<file path="src/rtl/sync_fifo.sv">
// Single-clock FIFO holding expected sums; head is presented combinationally.
module sync_fifo #(
    parameter int W     = 9,
    parameter int DEPTH = 4
) (
    input  logic                     clk,
    input  logic                     clear,
    input  logic                     flush,
    input  logic                     push,
    input  logic                     pop,
    input  logic [W-1:0]             wdata,
    output logic [W-1:0]             rdata,
    output logic                     full,
    output logic                     empty,
    output logic [$clog2(DEPTH):0]   level
);

    localparam int AW = $clog2(DEPTH);

    logic [W-1:0]  mem_q [DEPTH];
    logic [AW-1:0] wr_q;
    logic [AW-1:0] rd_q;
    logic [AW:0]   cnt_q;

    // Power-of-two depth lets the pointers wrap by natural overflow.
    always_ff @(posedge clk or posedge clear) begin
        if (clear) begin
            wr_q  <= '0;
            rd_q  <= '0;
            cnt_q <= '0;
        end else if (flush) begin
            wr_q  <= '0;
            rd_q  <= '0;
            cnt_q <= '0;
        end else begin
            if (push) wr_q <= wr_q + 1'b1;
            if (pop)  rd_q <= rd_q + 1'b1;
            case ({push, pop})
                2'b10:   cnt_q <= cnt_q + 1'b1;
                2'b01:   cnt_q <= cnt_q - 1'b1;
                default: cnt_q <= cnt_q;
            endcase
        end
    end

    always_ff @(posedge clk) begin
        if (push && !flush) mem_q[wr_q] <= wdata;
    end

    assign rdata = mem_q[rd_q];
    assign full  = (cnt_q == DEPTH[AW:0]);
    assign empty = (cnt_q == '0);
    assign level = cnt_q;

endmodule

</file>
<file path="config.mk">
export PLATFORM = sky130hd
export DESIGN_NAME = sync_fifo
export DESIGN_NICKNAME = d
export VERILOG_FILES = /design/src/rtl/sync_fifo.sv
export SDC_FILE = /design/constraint.sdc
export NUM_CORES = 1
export LEC_CHECK = 0
export BUFFER_PORTS_ARGS = -buffer_cell sky130_fd_sc_hd__buf_2
export CAP_MARGIN = 20
export CORE_UTILIZATION = 58
export CTS_BUF_LIST = sky130_fd_sc_hd__clkbuf_8
export DETAILED_ROUTE_END_ITERATION = 8
export GPL_ROUTABILITY_DRIVEN = 1
export PLACE_DENSITY = 0.87
export RECOVER_POWER = 50
export SKIP_LAST_GASP = 1
export SLEW_MARGIN = 20
export SYNTH_ARGS = -nofsm -noshare
export SYNTH_HDL_FRONTEND = slang
export SYNTH_SLANG_ARGS = --single-unit
</file>
<file path="constraint.sdc">
create_clock -name clk -period 1.6 [get_ports clk]
set_input_delay 0.32 -clock clk [delete_from_list [all_inputs] [get_ports clk]]
set_output_delay 0.32 -clock clk [all_outputs]
set_load 0.005 [all_outputs]
</file>
==> run summary <==
Count of input and output buffers -> 27
Worst Skew -> 0.00341 ns
Crit-path slowest cell -> mux4_2
TritonCTS clock tree -> yes
Status -> complete, but fails checks
# DRC -> 0
IO Count -> 28
Layout cells sized above 1 -> 35.6%
Critical path data required time -> 1.28 ns
Synthesized area -> 1760 um2
R2R depth -> 4
WL per Instance -> 17.4 um
Max Slew Vio Count -> 0
Die Area -> 3250 um2
Mapped Nets -> 110
Gate Count Post-Synth -> 91
Slew HR -> 81.6%
Max stage delay on crit path -> 0.50 ns
Die Ht -> 57.0 um
CTS sink count -> 43
Synth Register Bits -> 43
Vias in the first global route -> 1010
Crit path DAT -> 1.49 ns
All-Layer GR Usage -> 20.7%
Area growth syn-to-layout -> 18.4%
Vias post-DR -> 919
Worst r2r src -> level[1]$_DFFE_PP0P_
Top cells by area, synth -> edfxtp_1, mux4_2, dfrtp_1, ha_1, xnor2_1
Hold Startpoint -> wdata[6]
RSZ-0062 raised after global routing -> true
Max clock buf depth -> 2
Met3 Usage GRT -> 6.80%
CP Class -> reg2out
# H-tree levels -> 2
Drt via density -> 5.54
Clock transition at the registers of the reported paths -> 0.07 ns
Row count -> 19
Worst-Skew Late Latency -> 0.29 ns
Min-Delay Endpoint -> mem_q[2][6]$_DFFE_PP_
Setup TNS Final -> -1.76 ns
Power per standard cell area -> 1060 nW/um2
Max-Cap Viols -> 0
Failing checks -> setup timing
Slew of the pin with the lowest slew margin -> 0.276 ns
Hold Path Cell Cnt -> 1
Startpoint types -> flop
Starting Density -> 62.6%
R2R Path End -> level[2]$_DFFE_PP0P_
Sequential area share after synthesis -> 71.5%
Ant. Diodes -> 0
CP Max Fanout -> 6
Pin count of the biggest net entering global routing -> 13
Pre-antenna DRT Iters -> 4
GRT Residual Overflow -> 0
Die Span X -> 57.0 um
Yosys warnings -> 0
Worst Setup End Kind -> output pin
Gr busiest metal -> met2
Met2 usage -> 35.1%
Final period util -> 113%
First-pass GRT wire length -> 4.70 mm
Fin. Hold Viols -> 0
Final setup margin -> -0.209 ns
F_max -> 0.553 GHz
Starting DRT DRC Count -> 22
Core Area -> 2810 um2
Synth unique cells -> 22
Total Wirelength -> 2.89 mm
LEAKAGE -> 0.000794 uW
Hold_ws -> 0.294 ns
Cts bufs inserted -> 5
Final setup fails -> 9
Nets@finish -> 153
Cell taking the most area after synthesis -> edfxtp_1
Type of the worst min-delay path -> in2reg
Flop2flop setup slack -> 0.10 ns
Buf/Inv on CP -> 2
Syn_area_per_cell -> 19.3 um2
Post-DP HPWL -> 2.02 mm
CTS root buf -> clkbuf_8
Worst vdd ir -> 0.797 mV
CP Cell Sequence -> buf_6 -> mux4_2 -> buf_2
Yosys top cell area share -> 61.5%
Final ANT Viol Nets -> 0
GPL Wtd Cong -> 0.728
Cell family with most CP delay -> multiplexers
Met1 usage -> 24.6%
Initial antenna violation count -> 0
Fin crit period -> 1.81 ns
Place WS -> 0.0265 ns
how the worst max path moves through the flow:
stage | cells after the start | slack (ns) | start | endpoint
CTS | 3 | -0.20 | rd_q[0]$_DFFE_PP0P_ | rdata[1]
global route | 3 | -0.27 | rd_q[0]$_DFFE_PP0P_ | rdata[1]
global placement | 6 | 0.08 | pop | level[2]$_DFFE_PP0P_
finish | 3 | -0.21 | rd_q[0]$_DFFE_PP0P_ | rdata[0]
floorplan | 6 | 0.07 | push | level[2]$_DFFE_PP0P_
detailed placement | 6 | 0.03 | pop | level[2]$_DFFE_PP0P_
synth_stat cells (all sizes together):
master and number:
mux2i 2, inv 3, nor2b 2, ha 4, o21ai 1, and3b 1
clkbuf 1, nor3b 3, nand2 1, xnor2 3, buf 3, fa 1
mux4 9, nor3 2, and2 4, edfxtp 36, dfrtp 7, xor2 2
nor2 6
report_power, final:
group          internal, uW  switching [uW]
Sequential             1260            37.6
Combinational           154             132
Clock                   293             338
Total                  1710             508
per-layer routing:
layer / part of all wire, % / wire (um) / up-vias
li1: - / - / 428
met1: 40 / 1170 / 465
met2: 54 / 1550 / 21
met3: 4.1 / 119 / 5
met4: 1.6 / 46 / 0
met5: 0 / 0 / -
cells in the final DEF, fill, tap and decap left out, types with 3 or more instances in the layout:
cell type / instances
edfxtp_1: 36
mux4_2: 9
buf_2: 18
dfrtp_1: 6
xnor2_1: 3
ha_1: 4
clkbuf_8: 5
nor2_1: 6
inv_1: 5
and2_1: 4
clkbuf_1: 10
buf_4: 9
area by class of cell:
class                      instances  area (um2)
clock buffer                       5        68.8
inverter                           3        11.3
clock inverter                     3        12.5
fill                             179         724
timing repair buffer              40         228
tap                               31        38.8
multi-input combinational         41         464
sequential                        43        1260
what timing repair did:
item | CTS | global route
endpoints found under the setup margin | 9 | 9
buffers inserted | 1 | 0
endpoints found under the hold margin | 7 | 0
hold buffers | 1 | 0
gates resized for setup | 3 | 0
state kept, by name, summed over array words and instances (netlist names):
signal / count
mem_q: 36
rd_q: 2
wr_q: 2
level: 3
worst register-to-register path, stage by stage, from the launching register on:
cell	delay, ns
dfrtp_1	0.45
fa_1	0.45
and3b_1	0.21
nor3_1	0.21
nor3b_2	0.07
cells by family (layout without fill, tap and decap cells):
group	Yosys count	in the layout	synth area share, %
AND/OR/NAND/NOR	19	19	6.55
adder cells (fa/ha/maj)	5	5	3.99
multiplexers	11	11	12.7
XOR/XNOR	5	5	2.92
AO/OA/AOI/OAI	1	1	0.285
buffers and inverters	7	51	2.07
flip-flops	43	43	71.5
metrics by stage:
stage | total power, uW | utilization (%) | cell area [um2] | instances
after floorplan | 1480 | - | 1760 | 91
after global placement | 1580 | 70.9 | 1990 | 156
after detailed placement | 1600 | 70.9 | 1990 | 156
after CTS | 2230 | 74.7 | 2100 | 166
after global routing | 2300 | 74.2 | 2080 | 166
final | 2220 | 74.2 | 2080 | 166
No activity file was read; power rests on OpenSTA's default activity.
